**config.mk**
```make
export PLATFORM = sky130hd
export DESIGN_NAME = sar_comp_ctrl
export DESIGN_NICKNAME = d
export VERILOG_FILES = /design/src/rtl/sar_comp_ctrl.sv
export SDC_FILE = /design/constraint.sdc
export NUM_CORES = 1
export LEC_CHECK = 0
export BUFFER_PORTS_ARGS = -buffer_cell sky130_fd_sc_hd__buf_2
export CAP_MARGIN = 30
export CORE_AREA = 2 2 56 58
export DETAILED_ROUTE_END_ITERATION = 10
export DIE_AREA = 0 0 58 60
export SKIP_LAST_GASP = 1
export SLEW_MARGIN = 10
export SYNTH_ARGS = -nofsm -noshare
export SYNTH_HDL_FRONTEND = slang
export SYNTH_SLANG_ARGS = --single-unit
export TNS_END_PERCENT = 50
```
**constraint.sdc**
```tcl
create_clock -name clk -period 3.68 [get_ports clk]
set_input_delay 0.368 -clock clk [delete_from_list [all_inputs] [get_ports clk]]
set_output_delay 0.368 -clock clk [all_outputs]
set_load 0.05 [all_outputs]
```
**src/rtl/sar_comp_ctrl.sv**
```systemverilog
// MSB-first successive-approximation controller driving the comparator's probe
// operand and recovering the unknown operand from its eq/gt/lt flags.
module sar_comp_ctrl #(
  parameter int WIDTH = 4,
  parameter int SW    = 3
) (
  input  logic             clk,
  input  logic             rst_n,
  input  logic             start,
  input  logic             abort,
  input  logic             aeqb,
  input  logic             agtb,
  input  logic             altb,
  output logic [WIDTH-1:0] probe,
  output logic             busy,
  output logic             done,
  output logic             err,
  output logic [WIDTH-1:0] result,
  output logic [SW-1:0]    steps
);

  localparam int IW = (WIDTH > 1) ? $clog2(WIDTH) : 1;

  typedef enum logic [1:0] {
    IDLE   = 2'd0,
    SEARCH = 2'd1,
    DONE   = 2'd2
  } state_t;

  state_t           state_r, state_s;
  logic [WIDTH-1:0] probe_r, probe_s, result_r, result_s, trial_s, bit_s;
  logic [IW-1:0]    idx_r, idx_s;
  logic [SW-1:0]    steps_r, steps_s;
  logic             busy_r, done_r, err_r, err_s;
  logic             flags_ok_s, decide_s;

  function automatic logic one_hot3(input logic [2:0] f);
    case (f)
      3'b100, 3'b010, 3'b001: one_hot3 = 1'b1;
      default:                one_hot3 = 1'b0;
    endcase
  endfunction

  // Trial value keeps the current bit on gt and clears it on lt.
  always_comb begin
    flags_ok_s = one_hot3({aeqb, agtb, altb});
    bit_s      = {{(WIDTH-1){1'b0}}, 1'b1} << idx_r;
    if (altb) begin
      trial_s = probe_r & ~bit_s;
    end else begin
      trial_s = probe_r;
    end
    decide_s = !flags_ok_s || aeqb || (idx_r == IW'(0));
  end

  always_ff @(posedge clk or negedge rst_n) begin
    if (!rst_n) begin
      state_r <= IDLE;
    end else begin
      state_r <= state_s;
    end
  end

  always_comb begin
    state_s = state_r;
    case (state_r)
      IDLE: begin
        if (abort) begin
          state_s = IDLE;
        end else if (start) begin
          state_s = SEARCH;
        end else begin
          state_s = IDLE;
        end
      end
      SEARCH: begin
        if (abort) begin
          state_s = IDLE;
        end else if (decide_s) begin
          state_s = DONE;
        end else begin
          state_s = SEARCH;
        end
      end
      DONE:    state_s = IDLE;
      default: state_s = IDLE;
    endcase
  end

  // Next values of the registered datapath; abort leaves everything untouched.
  always_comb begin
    probe_s  = probe_r;
    idx_s    = idx_r;
    result_s = result_r;
    steps_s  = steps_r;
    err_s    = err_r;
    case (state_r)
      IDLE: begin
        if (start && !abort) begin
          probe_s = {1'b1, {(WIDTH-1){1'b0}}};
          idx_s   = IW'(WIDTH - 1);
          steps_s = {SW{1'b0}};
          err_s   = 1'b0;
        end else begin
          probe_s = probe_r;
        end
      end
      SEARCH: begin
        if (abort) begin
          probe_s = probe_r;
        end else begin
          if (steps_r == SW'(WIDTH)) begin
            steps_s = steps_r;
          end else begin
            steps_s = steps_r + SW'(1);
          end
          if (!flags_ok_s) begin
            err_s    = 1'b1;
            result_s = {WIDTH{1'b0}};
          end else if (aeqb) begin
            result_s = probe_r;
          end else if (idx_r == IW'(0)) begin
            if (altb) begin
              result_s = trial_s;
            end else begin
              err_s    = 1'b1;
              result_s = {WIDTH{1'b0}};
            end
          end else begin
            probe_s = trial_s | (bit_s >> 1);
            idx_s   = idx_r - IW'(1);
          end
        end
      end
      DONE:    probe_s = probe_r;
      default: probe_s = probe_r;
    endcase
  end

  always_ff @(posedge clk or negedge rst_n) begin
    if (!rst_n) begin
      probe_r  <= {WIDTH{1'b0}};
      idx_r    <= {IW{1'b0}};
      result_r <= {WIDTH{1'b0}};
      steps_r  <= {SW{1'b0}};
      err_r    <= 1'b0;
      busy_r   <= 1'b0;
      done_r   <= 1'b0;
    end else begin
      probe_r  <= probe_s;
      idx_r    <= idx_s;
      result_r <= result_s;
      steps_r  <= steps_s;
      err_r    <= err_s;
      busy_r   <= (state_s == SEARCH);
      done_r   <= (state_s == DONE);
    end
  end

  assign probe  = probe_r;
  assign busy   = busy_r;
  assign done   = done_r;
  assign err    = err_r;
  assign result = result_r;
  assign steps  = steps_r;

endmodule
```
Word-level counts from Yosys, hierarchy flattened
Index checks and enable logic that the tools add are counted.
{"block": "classes", "shift": 1, "muxes": 34, "n_eq_ne": 17, "reduce_logical": 13, "bitwise_logic": 4, "add_sub_neg": 2}
{"operator": "two-way mux 4 bit", "n": 10}
{"operator": "two-way mux 2 bit", "n": 7}
{"operator": "inequality test 2 bit, second input constant", "n": 6}
{"operator": "AND reduction 6 bit", "n": 2}
{"operator": "two-way mux 1 bit", "n": 9}
{"operator": "two-way mux 3 bit", "n": 3}
{"operator": "inequality test 3 bit, second input constant", "n": 3}
{"operator": "case mux 2 bit (2 select lines)", "n": 2}
{"operator": "case mux 4 bit (2 select lines)", "n": 1}
{"operator": "== test 3 bit, second input constant", "n": 2}
{"operator": "case mux 3 bit (2 select lines)", "n": 1}
{"operator": "AND 4 bit", "n": 1}
{"operator": "== test 2 x 1 -> 1 bit, second input constant", "n": 2}
{"operator": "zero test 2 bit", "n": 2}
{"operator": "NOT 4 bit", "n": 1}
{"operator": "OR 4 x 3 -> 4 bit", "n": 1}
{"operator": "AND reduction 4 bit", "n": 1}
{"operator": "left shift 1 x 2 -> 4 bit, first input constant", "n": 1}
{"operator": "adder 3 x 1 -> 3 bit, second input constant", "n": 1}
{"operator": "== test 3 x 1 -> 1 bit, second input constant", "n": 1}
{"operator": "== test 3 x 2 -> 1 bit, second input constant", "n": 1}
{"operator": "inequality test 3 x 2 -> 1 bit, second input constant", "n": 1}
{"operator": "AND reduction 3 bit", "n": 1}
{"operator": "OR reduction 3 bit", "n": 1}
{"operator": "other kinds (8)", "n": 10}
{"block": "totals", "input_bits": 7, "regBits": 18, "out_inout_bits": 14, "wordCells": 79}

Depth between registers and ports, before layout
Gate-level depths: netlist of the first run.
{"block": "depth", "depth_word": 10, "depth_mapped": 6, "ltp_nobuf": 6}

Worst setup path before layout of the first run
No wires, ideal clock.
{"block": "synth_path", "path_type": "reg2reg", "from": "register steps_r[0] (netlist: steps[0])", "to": "register steps_r[2] (netlist: steps[2])", "setup_slack_ns": 1.827, "stages_incl_launch_ff": 7, "arrival_time_ns": 1.732, "n_path_buf": 0, "cell_sequence": "dfrtp_1 -> inv_1 -> ha_1 -> and3_1 -> nor4_2 -> o21ai_0 -> a32o_1"}
{"block": "synth_via", "elab_chain_len": 4, "elab_cells_between_ends": 7}
{"item": "from (decl)", "line": "33", "source": "logic [SW-1:0] steps_r, steps_s;"}
{"item": "from (signal assigned)", "line": "145", "source": "steps_r <= {SW{1'b0}};"}
{"item": "from (signal assigned)", "line": "153", "source": "steps_r <= steps_s;"}
{"item": "adder 3 x 1 -> 3 bit", "line": "115", "source": "steps_s = steps_r + SW'(1);"}
{"item": "two-way mux 3 bit", "line": "112", "source": "if (steps_r == SW'(WIDTH)) begin"}
{"item": "two-way mux 3 bit", "line": "109", "source": "if (abort) begin"}
{"item": "case mux 3 bit (2 select lines)", "line": "97", "source": "case (state_r)"}
Several ways; a longest one is shown, not always the timed one. The select of a mux whose other input is x is not followed.
A chain may end at the register's enable or synchronous reset.

Worst setup path after layout of the first run
{"block": "layout_path", "from": "register idx_r[0]", "to": "register idx_r[0]"}
{"block": "layout_via", "elab_chain_len": 6, "elab_cells_between_ends": 9}
{"item": "from (decl)", "line": "32", "source": "logic [IW-1:0] idx_r, idx_s;"}
{"item": "from (signal assigned)", "line": "143", "source": "idx_r <= {IW{1'b0}};"}
{"item": "from (signal assigned)", "line": "151", "source": "idx_r <= idx_s;"}
{"item": "subtractor 2 x 1 -> 2 bit", "line": "131", "source": "idx_s = idx_r - IW'(1);"}
{"item": "two-way mux 2 bit", "line": "122", "source": "end else if (idx_r == IW'(0)) begin"}
{"item": "two-way mux 2 bit", "line": "120", "source": "end else if (aeqb) begin"}
{"item": "two-way mux 2 bit", "line": "117", "source": "if (!flags_ok_s) begin"}
{"item": "two-way mux 2 bit", "line": "109"}
{"item": "case mux 2 bit (2 select lines)", "line": "97"}
Several ways; a longest one is shown, not always the timed one. The select of a mux whose other input is x is not followed.

==> reports/results.ini, run 1 <==
[place]
gp_congestion=0.829
portBuffers=20
post-dp-hpwl_mm=1.59
place_area_sq_mm=0.00111

[worst_setup_path]
max_stage_delay_ns=0.44
end_kind=flip-flop
path_buf_inv=1
worst_path_max_delay_cell=or3_4
cp_data_arrival_time_ns=1.89
crit_type=reg -> reg
setup.worst_path.start_class=flip-flop
crit_family=simple AND/OR/NAND/NOR gates
path_max_fanout=4
crit_required_ns=3.87
path_cells=inv_1 > ha_1 > or3_4 > nor3_1 > o21ai_0

[clock_tree]
h-tree-depth=1
clockBufferDepth=2
cts_buffers=3
post_cts_buffers=0
cts_root_buf=clkbuf_4
clock-sinks=18
clk_pin_slew_ns=0.11
clock_latency_ns=0.31
cts_tree=done

[job]
cap_viol_max_count=0

[sta]
timing.final.crit_period_ns=1.70
hold_ws_ns=0.330
max_slew.worst_pin.slew_ns=0.549
hold_viol=0
fmax_ghz=0.588
setup_viol=0
fin_setup_tns_ns=0
max_slew_margin_pct=63.0
fin_crit_sh_pct=46.2
slew_violations=0
rsz0062_at_grt=no
clock_skew_ns=0.00747

[cells_and_area]
num_antenna_cells=0
drive_above_1_share_pct=28.9
area_growth_pct=18.1
finalInstanceArea_sq_mm=0.00116
num-nets-final=128

[synth]
synth_commonest_cells=dfrtp_1 (18), o21ai_0 (11), ha_1 (6), inv_1 (5)
synthArstFlopShare_pct=100
synth_top_area_share_pct=46.0
synth_top_area_cell=dfrtp_1
yosys_warnings=0
mappedNetlistArea_sq_um=980
syn_avg_cell_area_sq_um=10.8
synth_nets=104
synth_ff_type=dfrtp_1
seq_area_frac_synth_pct=46.0
synth.area.top_cells=dfrtp_1 (46%), ha_1 (7.7%), o21ai_0 (5.6%)
syn-instance-count=91
synth_cell_types=30
synth-edff-count=0
synth_most_common_cell=dfrtp_1
synth-seq-cells=18

[floorplan]
ios=21
rows=20
fp.dieW_microns=58
start_util_pct=33.8
die_area_sq_mm=0.00348
die_h_microns=60
core_region_area_sq_mm=0.00290

[routing]
vias_per_cell=5.27
drc=0
first_pass_iters=4
wl_per_cell_microns=14.1
antenna_left=0
first_iter_violations=28
vias=774
wirelength_mm=2.08

[power_and_ir_drop]
p_leak_uw=0.000564
peakVddDrop_uv=193
p_per_area_mw_per_mm2=553
p_total_uw=640

[global_route]
grt_util_all_layers_pct=13.7
grt_pass1_wl_mm=3.50
grt_max_degree=19
grt_pass1_vias=759
antenna_found_initial=0
overflow=0

[status]
outcome=complete, no violations

[min_path]
min_path_type=in -> reg

routing by layer:
metal,global-route usage [%],up-vias,wire [microns]
li1,-,376,-
met1,16.1,371,918
met2,22.2,20,984
met3,3.25,7,101
met4,9.63,0,74
met5,0,-,0
worst paths after layout:
path                       startpoint       end  slack (ns)  cells past startpoint
setup / recovery             idx_r[0]  idx_r[0]        1.98                      5
hold / removal                  abort      done        0.33                      2
setup reg to reg             idx_r[0]  idx_r[0]        1.98                      5
hold reg to reg                   err       err        0.51                      1
max in group asynchronous       rst_n      busy        2.88                      2
min in group asynchronous       rst_n  idx_r[1]        0.51                      2
cell families after synthesis:
kind of cell | count (synthesis) | share of synthesized area, %
AO/OA/AOI/OAI | 23 | 16.7
adder cells (fa/ha/maj) | 6 | 7.66
buffers and inverters | 7 | 2.94
AND/OR/NAND/NOR | 31 | 20.3
XOR/XNOR | 2 | 1.79
multiplexers | 4 | 4.60
flip-flops | 18 | 46.0
flip-flops by register name, indices dropped and copies added (netlist names):
signal   flops
steps        3
state_r      2
err          1
done         1
result       4
busy         1
idx_r        2
probe        4
per-stage QoR:
step | worst slack [ns] | cells | util, %
after floorplan | 1.83 | 91 | -
after global placement | 1.95 | 142 | 38.3
after detailed placement | 1.93 | 142 | 38.3
after CTS | 1.98 | 147 | 39.9
after global routing | 1.86 | 147 | 39.9
final | 1.98 | 147 | 39.9
final cells by class:
class                           instances  area, sq um
Sequential cell                        18          450
Inverter                                5         18.8
Fill cell                             289         1750
Clock buffer                            4         36.3
Tap cell                               33         41.3
Multi-Input combinational cell         66          500
Timing Repair Buffer                   21          110
repair_timing:
item | CTS | global route
hold endpoints to repair | 18 | 0
hold buffers | 1 | 0
gates resized for setup | 0 | 0
power by group:
group | internal, uW | switching [uW] | leakage [uW]
Sequential | 233 | 31.7 | 0.000230
Clock | 60.5 | 67.0 | 0.0000210
Combinational | 68.7 | 179 | 0.000313
Total | 363 | 277 | 0.000564
layout by cell type, fill, tap and decap left out, types with 2 or more instances in the layout:
| cell type | instances |
|---|---|
| nand3_1 | 3 |
| ha_1 | 6 |
| o21ai_0 | 11 |
| nand2_1 | 4 |
| nand2b_1 | 2 |
| mux2_2 | 4 |
| nor3_1 | 4 |
| xnor2_1 | 2 |
| dfrtp_1 | 18 |
| a31oi_1 | 2 |
| and3b_1 | 4 |
| nor2b_1 | 3 |
| buf_2 | 20 |
| clkbuf_4 | 3 |
| nor2_1 | 4 |
| inv_1 | 5 |
| a21oi_1 | 3 |
Note: power is estimated with default switching activity, not from simulation.
==> run 2: changes to the inputs <==
Settings changed: ABC_AREA from default to 1, CORE_AREA 2 2 56 58 to 2 2 59 61, DIE_AREA 0 0 58 60 to 0 0 61 63.
Clock period 3.68 ns to 1.7 ns, I/O delays scaled along.
==> reports/results.ini, run 2 <==
[floorplan]
core_region_area_sq_mm=0.00323  ; +11%
fp.dieW_microns=61  ; +5.2%
die_h_microns=63  ; +5.0%
start_util_pct=33.1  ; -0.61 points
die_area_sq_mm=0.00384  ; +10%
rows=21  ; +5.0%
ios=21  ; unchanged

[routing]
wirelength_mm=2.05  ; -1.5%
antenna_left=0  ; unchanged
drc=0  ; unchanged
vias=917  ; +18%
wl_per_cell_microns=10.1  ; -29%
first_pass_iters=4  ; unchanged
vias_per_cell=4.52  ; -14%
first_iter_violations=28  ; unchanged

[synth]
synth_commonest_cells=nand2_1 (33), dfrtp_1 (18), nand3_1 (12), nor2_1 (12), inv_1 (11)
synth-edff-count=0  ; unchanged
mappedNetlistArea_sq_mm=0.00107  ; +9.3%
synthArstFlopShare_pct=100  ; unchanged
synth_top_area_share_pct=42.1  ; -3.9 points
synth_nets=145  ; +39%
seq_area_frac_synth_pct=42.1  ; -3.9 points
synth.area.top_cells=dfrtp_1 (42%), nand2_1 (12%), ha_1 (7.0%)
syn_avg_cell_area_sq_um=8.11  ; -25%
synth_cell_types=20  ; -33%
synth-seq-cells=18  ; unchanged
synth_most_common_cell=nand2_1
synth_ff_type=dfrtp_1
synth_top_area_cell=dfrtp_1
syn-instance-count=132  ; +45%
yosys_warnings=0  ; unchanged

[status]
outcome=complete, no violations

[cells_and_area]
drive_above_1_share_pct=29.3  ; +0.35 points
final_common_cell=nand2_1
area_growth_pct=19.0
layout_common_cells=nand2_1 (33), buf_2 (20), dfrtp_1 (18)
num-nets-final=171  ; +34%
num_antenna_cells=0  ; unchanged
fin_util_pct=39.5  ; -0.42 points
finalInstanceArea_sq_mm=0.00127  ; +10%
instances_no_fill=203  ; +38%

[worst_setup_path]
rr_startpoint=idx_r[0]
crit_required_ns=1.90  ; -1.97 ns
regToRegSetupSlack_ns=0.30  ; -1.68 ns
crit_type=reg -> reg
reg2regPathDepth=8  ; +3
setup.worst_path.start_class=flip-flop
cp_data_arrival_time_ns=1.60  ; -0.29 ns
end_kind=flip-flop
path_max_fanout=8  ; +4
r2r-end=idx_r[0]

[clock_tree]
cts_root_buf=clkbuf_4
clock-sinks=18  ; unchanged
cts_buffers=3  ; unchanged
clock_latency_ns=0.30  ; about the same
h-tree-depth=1  ; unchanged
clk_pin_slew_ns=0.11  ; about the same
cts_tree=done
clockBufferDepth=2  ; unchanged

[sta]
max_slew_margin_pct=73.6  ; +11 points
fmax_ghz=0.714  ; +21%
slew_violations=0  ; unchanged
max_slew.worst_pin.slew_ns=0.396  ; -0.153 ns
fin_crit_sh_pct=82.4  ; +36 points
fin_setup_tns_ns=0  ; unchanged
hold_viol=0  ; unchanged
clock_skew_ns=0.00299  ; -0.00447 ns
timing.final.crit_period_ns=1.40  ; -0.300 ns
rsz0062_at_grt=no
setup_viol=0  ; unchanged

[global_route]
grt_max_degree=19  ; unchanged
grt_pass1_wl_mm=3.73  ; +6.7%
grt_use_met2_pct=21.6  ; -0.60 points
antenna_found_initial=0  ; unchanged
use_met3_pct=3.73  ; +0.48 points
use_met1_pct=14.8  ; -1.2 points
grt_pass1_vias=913  ; +20%
overflow=0  ; unchanged
busiest_layer=met2
grt_util_all_layers_pct=12.5  ; -1.3 points

[min_path]
holdPathStages=4  ; +2
holdPathEnd=result[3]
min_from=abort
min_path_type=in -> reg

[power_and_ir_drop]
p_sw_share_pct=46.4  ; +3.1 points
switching_power_uw=714  ; +160%
peakVddDrop_uv=600  ; +210%
pwr-share-seq_pct=38.5  ; -2.9 points
power.internal_uw=825  ; +130%
clockPowerShare_pct=17.7  ; -2.2 points
p_leak_uw=0.000701  ; +24%
p_per_area_mw_per_mm2=1210  ; +120%
comb_power_share_pct=43.8  ; +5.2 points

[place]
gp_congestion=0.837  ; +0.93%
place_area_sq_mm=0.00123  ; +11%
dpl.cell_count=198  ; +39%
post-dp-hpwl_mm=1.65  ; +4.2%
portBuffers=20  ; unchanged

[job]
cap_viol_max_count=0  ; unchanged

[run 2: changes by cell type in the layout (fill, tap and decap cells not counted), moves of 3 or more]
cell / previous run / this run
and3b_1: 4 / 0
inv_1: 5 / 11
inv_2: 0 / 8
mux2_2: 4 / 0
nand2_1: 4 / 33
nand2_4: 0 / 5
nand3_1: 3 / 12
nor2_1: 4 / 12
nor3_1: 4 / 0
o21ai_0: 11 / 8
o21ai_1: 0 / 3
[run 2: metal layers]
| metal | share of wire, % | wire length, microns | vias to the layer above |
|---|---|---|---|
| met4 | 0.49 | 10 | 0 |
| met5 | 0 | 0 | - |
| met1 | 44 | 907 | 420 |
| li1 | - | - | 468 |
| met2 | 49 | 1010 | 26 |
| met3 | 5.6 | 115 | 3 |
[run 2: logic make-up (layout without fill, tap and decap cells)]
logic type | count (synthesis) | count (layout) | synth area share, %
AOI/OAI and AO/OA | 17 | 17 | 8.29
adders and majority gates | 6 | 6 | 7.01
buffers and inverters | 20 | 45 | 8.29
DFF | 18 | 18 | 42.1
and+or+nand+nor | 71 | 71 | 34.3
[run 2: what timing repair did]
action                                 CTS  global route
gates resized for setup                  0             0
setup buffers                            0             0
endpoints found under the hold margin   18             0
hold buffers                             1             0
[run 2: stage by stage]
stage | setup slack [ns] | power (uW) | hold WS, ns
after floorplan | 0.255 | 1100 | -0.126
after global placement | 0.341 | 1250 | 0.123
after detailed placement | 0.312 | 1280 | 0.129
after CTS | 0.301 | 1550 | 0.198
after global routing | 0.178 | 1650 | 0.199
final | 0.299 | 1540 | 0.203
[run 2: area by class of cell]
type | instances | area (sq um)
flip-flops and latches | 18 | 450
multi-input cells | 94 | 532
well taps | 46 | 57.6
fillers | 347 | 1960
clock buffers | 4 | 36.3
repair buffers | 21 | 110
inverters | 20 | 88.8
[run 2: critical path, stage by stage (launching register included)]
cell and delay, ns:
dfrtp_1 0.43, inv_1 0.09, ha_1 0.21, inv_1 0.17, nand2_4 0.08, nand2_4 0.10
nand2_4 0.09, nand2_1 0.08, nand2_1 0.05
[run 2: power by group through the flow]
stage               clock network, uW  registers, uW  logic, uW
CTS                               281            592        679
floorplan                           0            810        293
finish                            272            593        674
detailed placement                  0            600        675
global placement                    0            597        656
global route                      299            604        743
[run 2: worst max-delay path by stage]
stage	slack [ns]	from	depth (start not counted)	end
2_1_floorplan	0.25	steps[0]	7	steps[0]
3_3_place_gp	0.34	idx_r[0]	8	probe[0]
3_5_place_dp	0.31	idx_r[0]	8	probe[3]
4_1_cts	0.30	idx_r[0]	8	probe[3]
5_1_grt	0.18	idx_r[0]	8	idx_r[0]
6_report	0.30	idx_r[0]	8	idx_r[0]
==> run 3: changes to the inputs <==
Clock period 1.7 ns to 1.15 ns, I/O delays scaled along.
==> reports/results.ini, run 3 (synthesis results as in run 2) <==
[cells_and_area]
num-nets-final=181  ; +5.8%
area_growth_pct=34.9
layout_common_cells=nand2_1 (28), buf_2 (20), dfrtp_1 (16)
multiInputGateArea_sq_um=616  ; +16%
num_antenna_cells=0  ; unchanged
seq_area_sq_um=453  ; +0.56%
fin_util_pct=44.7  ; +5.3 points
fill_cells=334  ; -3.7%
drive_above_1_share_pct=47.3  ; +18 points
final_common_cell=nand2_1

[power_and_ir_drop]
power.internal_uw=1390  ; +69%
comb_power_share_pct=50.0  ; +6.2 points
p_sw_share_pct=45.1  ; -1.3 points
p_per_area_mw_per_mm2=1760  ; +46%
peakVddDrop_uv=940  ; +57%
p_leak_uw=0.000745  ; +6.3%
switching_power_uw=1140  ; +60%
clockPowerShare_pct=15.3  ; -2.4 points
p_total_uw=2540  ; +65%
pwr-share-seq_pct=34.8  ; -3.7 points

[clock_tree]
cts_tree=done
clock_latency_ns=0.29  ; about the same
h-tree-depth=1  ; unchanged
clk_pin_slew_ns=0.10  ; about the same
clock-sinks=18  ; unchanged
cts_buffers=3  ; unchanged
clockBufferDepth=2  ; unchanged
cts_root_buf=clkbuf_4

[sta]
rsz0062_at_grt=yes
fin_setup_tns_ns=-0.675  ; -0.675 ns
fin_crit_sh_pct=107  ; +25 points
max_slew_margin_pct=72.4  ; -1.3 points
hold_ws_ns=0.158  ; -0.0446 ns
clock_skew_ns=0.00524  ; +0.00224 ns
max_slew.worst_pin.slew_ns=0.415  ; +0.0189 ns
fmax_ghz=0.809  ; +13%
fin_ws_ns=-0.0858  ; -0.385 ns
slew_violations=0  ; unchanged
setup_viol=14  ; +14
timing.final.crit_period_ns=1.24  ; -0.165 ns
hold_viol=0  ; unchanged

[routing]
wirelength_mm=2.22  ; +8.3%
first_iter_violations=20  ; -29%
antenna_left=0  ; unchanged
wl_per_cell_microns=10.4  ; +3.2%
vias_per_cell=4.45  ; -1.6%
first_pass_iters=4  ; unchanged
vias=947  ; +3.3%
drc=0  ; unchanged

[worst_setup_path]
setup.worst_path.start_class=flip-flop
crit_type=reg -> reg
path_max_fanout=8  ; unchanged
crit_required_ns=1.34  ; -0.56 ns
cp_data_arrival_time_ns=1.43  ; -0.17 ns
end_kind=flip-flop

[floorplan]
die_h_microns=63  ; unchanged
rows=21  ; unchanged
core_region_area_sq_mm=0.00323  ; unchanged
start_util_pct=33.1  ; unchanged
fp.dieW_microns=61  ; unchanged
die_area_sq_mm=0.00384  ; unchanged
ios=21  ; unchanged

[global_route]
grt_pass1_vias=915  ; +0.22%
grt_util_all_layers_pct=13.3  ; +0.86 points
overflow=0  ; unchanged
grt_max_degree=19  ; unchanged
grt_pass1_wl_mm=3.95  ; +5.9%
antenna_found_initial=0  ; unchanged

[place]
gp_congestion=0.831  ; -0.73%
post-dp-hpwl_mm=1.73  ; +4.7%
portBuffers=20  ; unchanged

[job]
cap_viol_max_count=0  ; unchanged

[status]
outcome=finished, violations left
violations=setup timing

[min_path]
min_path_type=in -> reg

-- run 3: power by group through the flow --
| stage | combinational (uW) | clock (uW) | sequential (uW) |
|---|---|---|---|
| 2_1_floorplan | 453 | 0 | 1210 |
| 3_3_place_gp | 1080 | 0 | 876 |
| 3_5_place_dp | 1100 | 0 | 882 |
| 4_1_cts | 1180 | 419 | 875 |
| 5_1_grt | 1400 | 433 | 903 |
| 6_report | 1270 | 388 | 883 |
-- run 3: cell type report --
cell class	count	area share, %
sequential	18	31.3
inverter	20	6.49
clock buffer	4	2.51
tap	46	3.98
timing repair buffer	31	13.1
multi-input combinational	94	42.6
-- run 3: path summary, 6_finish.rpt --
check	startpoint	slack (ns)	end	depth (start not counted)
worst max-delay path	idx_r[0]	-0.09	probe[1]	8
worst min-delay path	abort	0.16	result[3]	4
worst max register to register	idx_r[0]	-0.09	probe[1]	8
worst min register to register	result[0]	0.49	result[0]	2
max in group asynchronous	rst_n	0.57	steps[1]	2
min in group asynchronous	rst_n	0.27	steps[2]	2
-- run 3: metal layers --
| metal | wire (microns) | vias to the layer above | GRT usage, % | share of wire, % |
|---|---|---|---|---|
| met1 | 997 | 444 | 16.2 | 45 |
| li1 | - | 486 | - | - |
| met4 | 12 | 0 | 2.45 | 0.54 |
| met5 | 0 | - | 0 | 0 |
| met3 | 80 | 2 | 3.73 | 3.6 |
| met2 | 1130 | 15 | 23.0 | 51 |
-- run 3: worst max-delay path, cell delays in order (launching register included) --
cell and delay [ns]:
dfrtp_1 0.43, inv_2 0.09, ha_4 0.18, inv_4 0.08
nand2_4 0.07, nand2_8 0.09, nand2_8 0.08, nand2_1 0.06
nand2_1 0.05
-- run 3: stage by stage --
stage | worst slack (ns) | area [sq um] | std cells
2_1_floorplan | -0.0891 | 1090 | 132
3_3_place_gp | -0.111 | 1300 | 205
3_5_place_dp | -0.148 | 1300 | 205
4_1_cts | -0.0659 | 1390 | 211
5_1_grt | -0.155 | 1450 | 213
6_report | -0.0858 | 1450 | 213
-- run 3: timing repair --
action | 4_1_cts | 5_1_grt
setup buffers | 1 | 2
hold buffers | 1 | 0
resized for setup | 12 | 16
hold endpoints to repair | 18 | 0
pin swaps | 4 | 9
setup endpoints to repair | 19 | 22
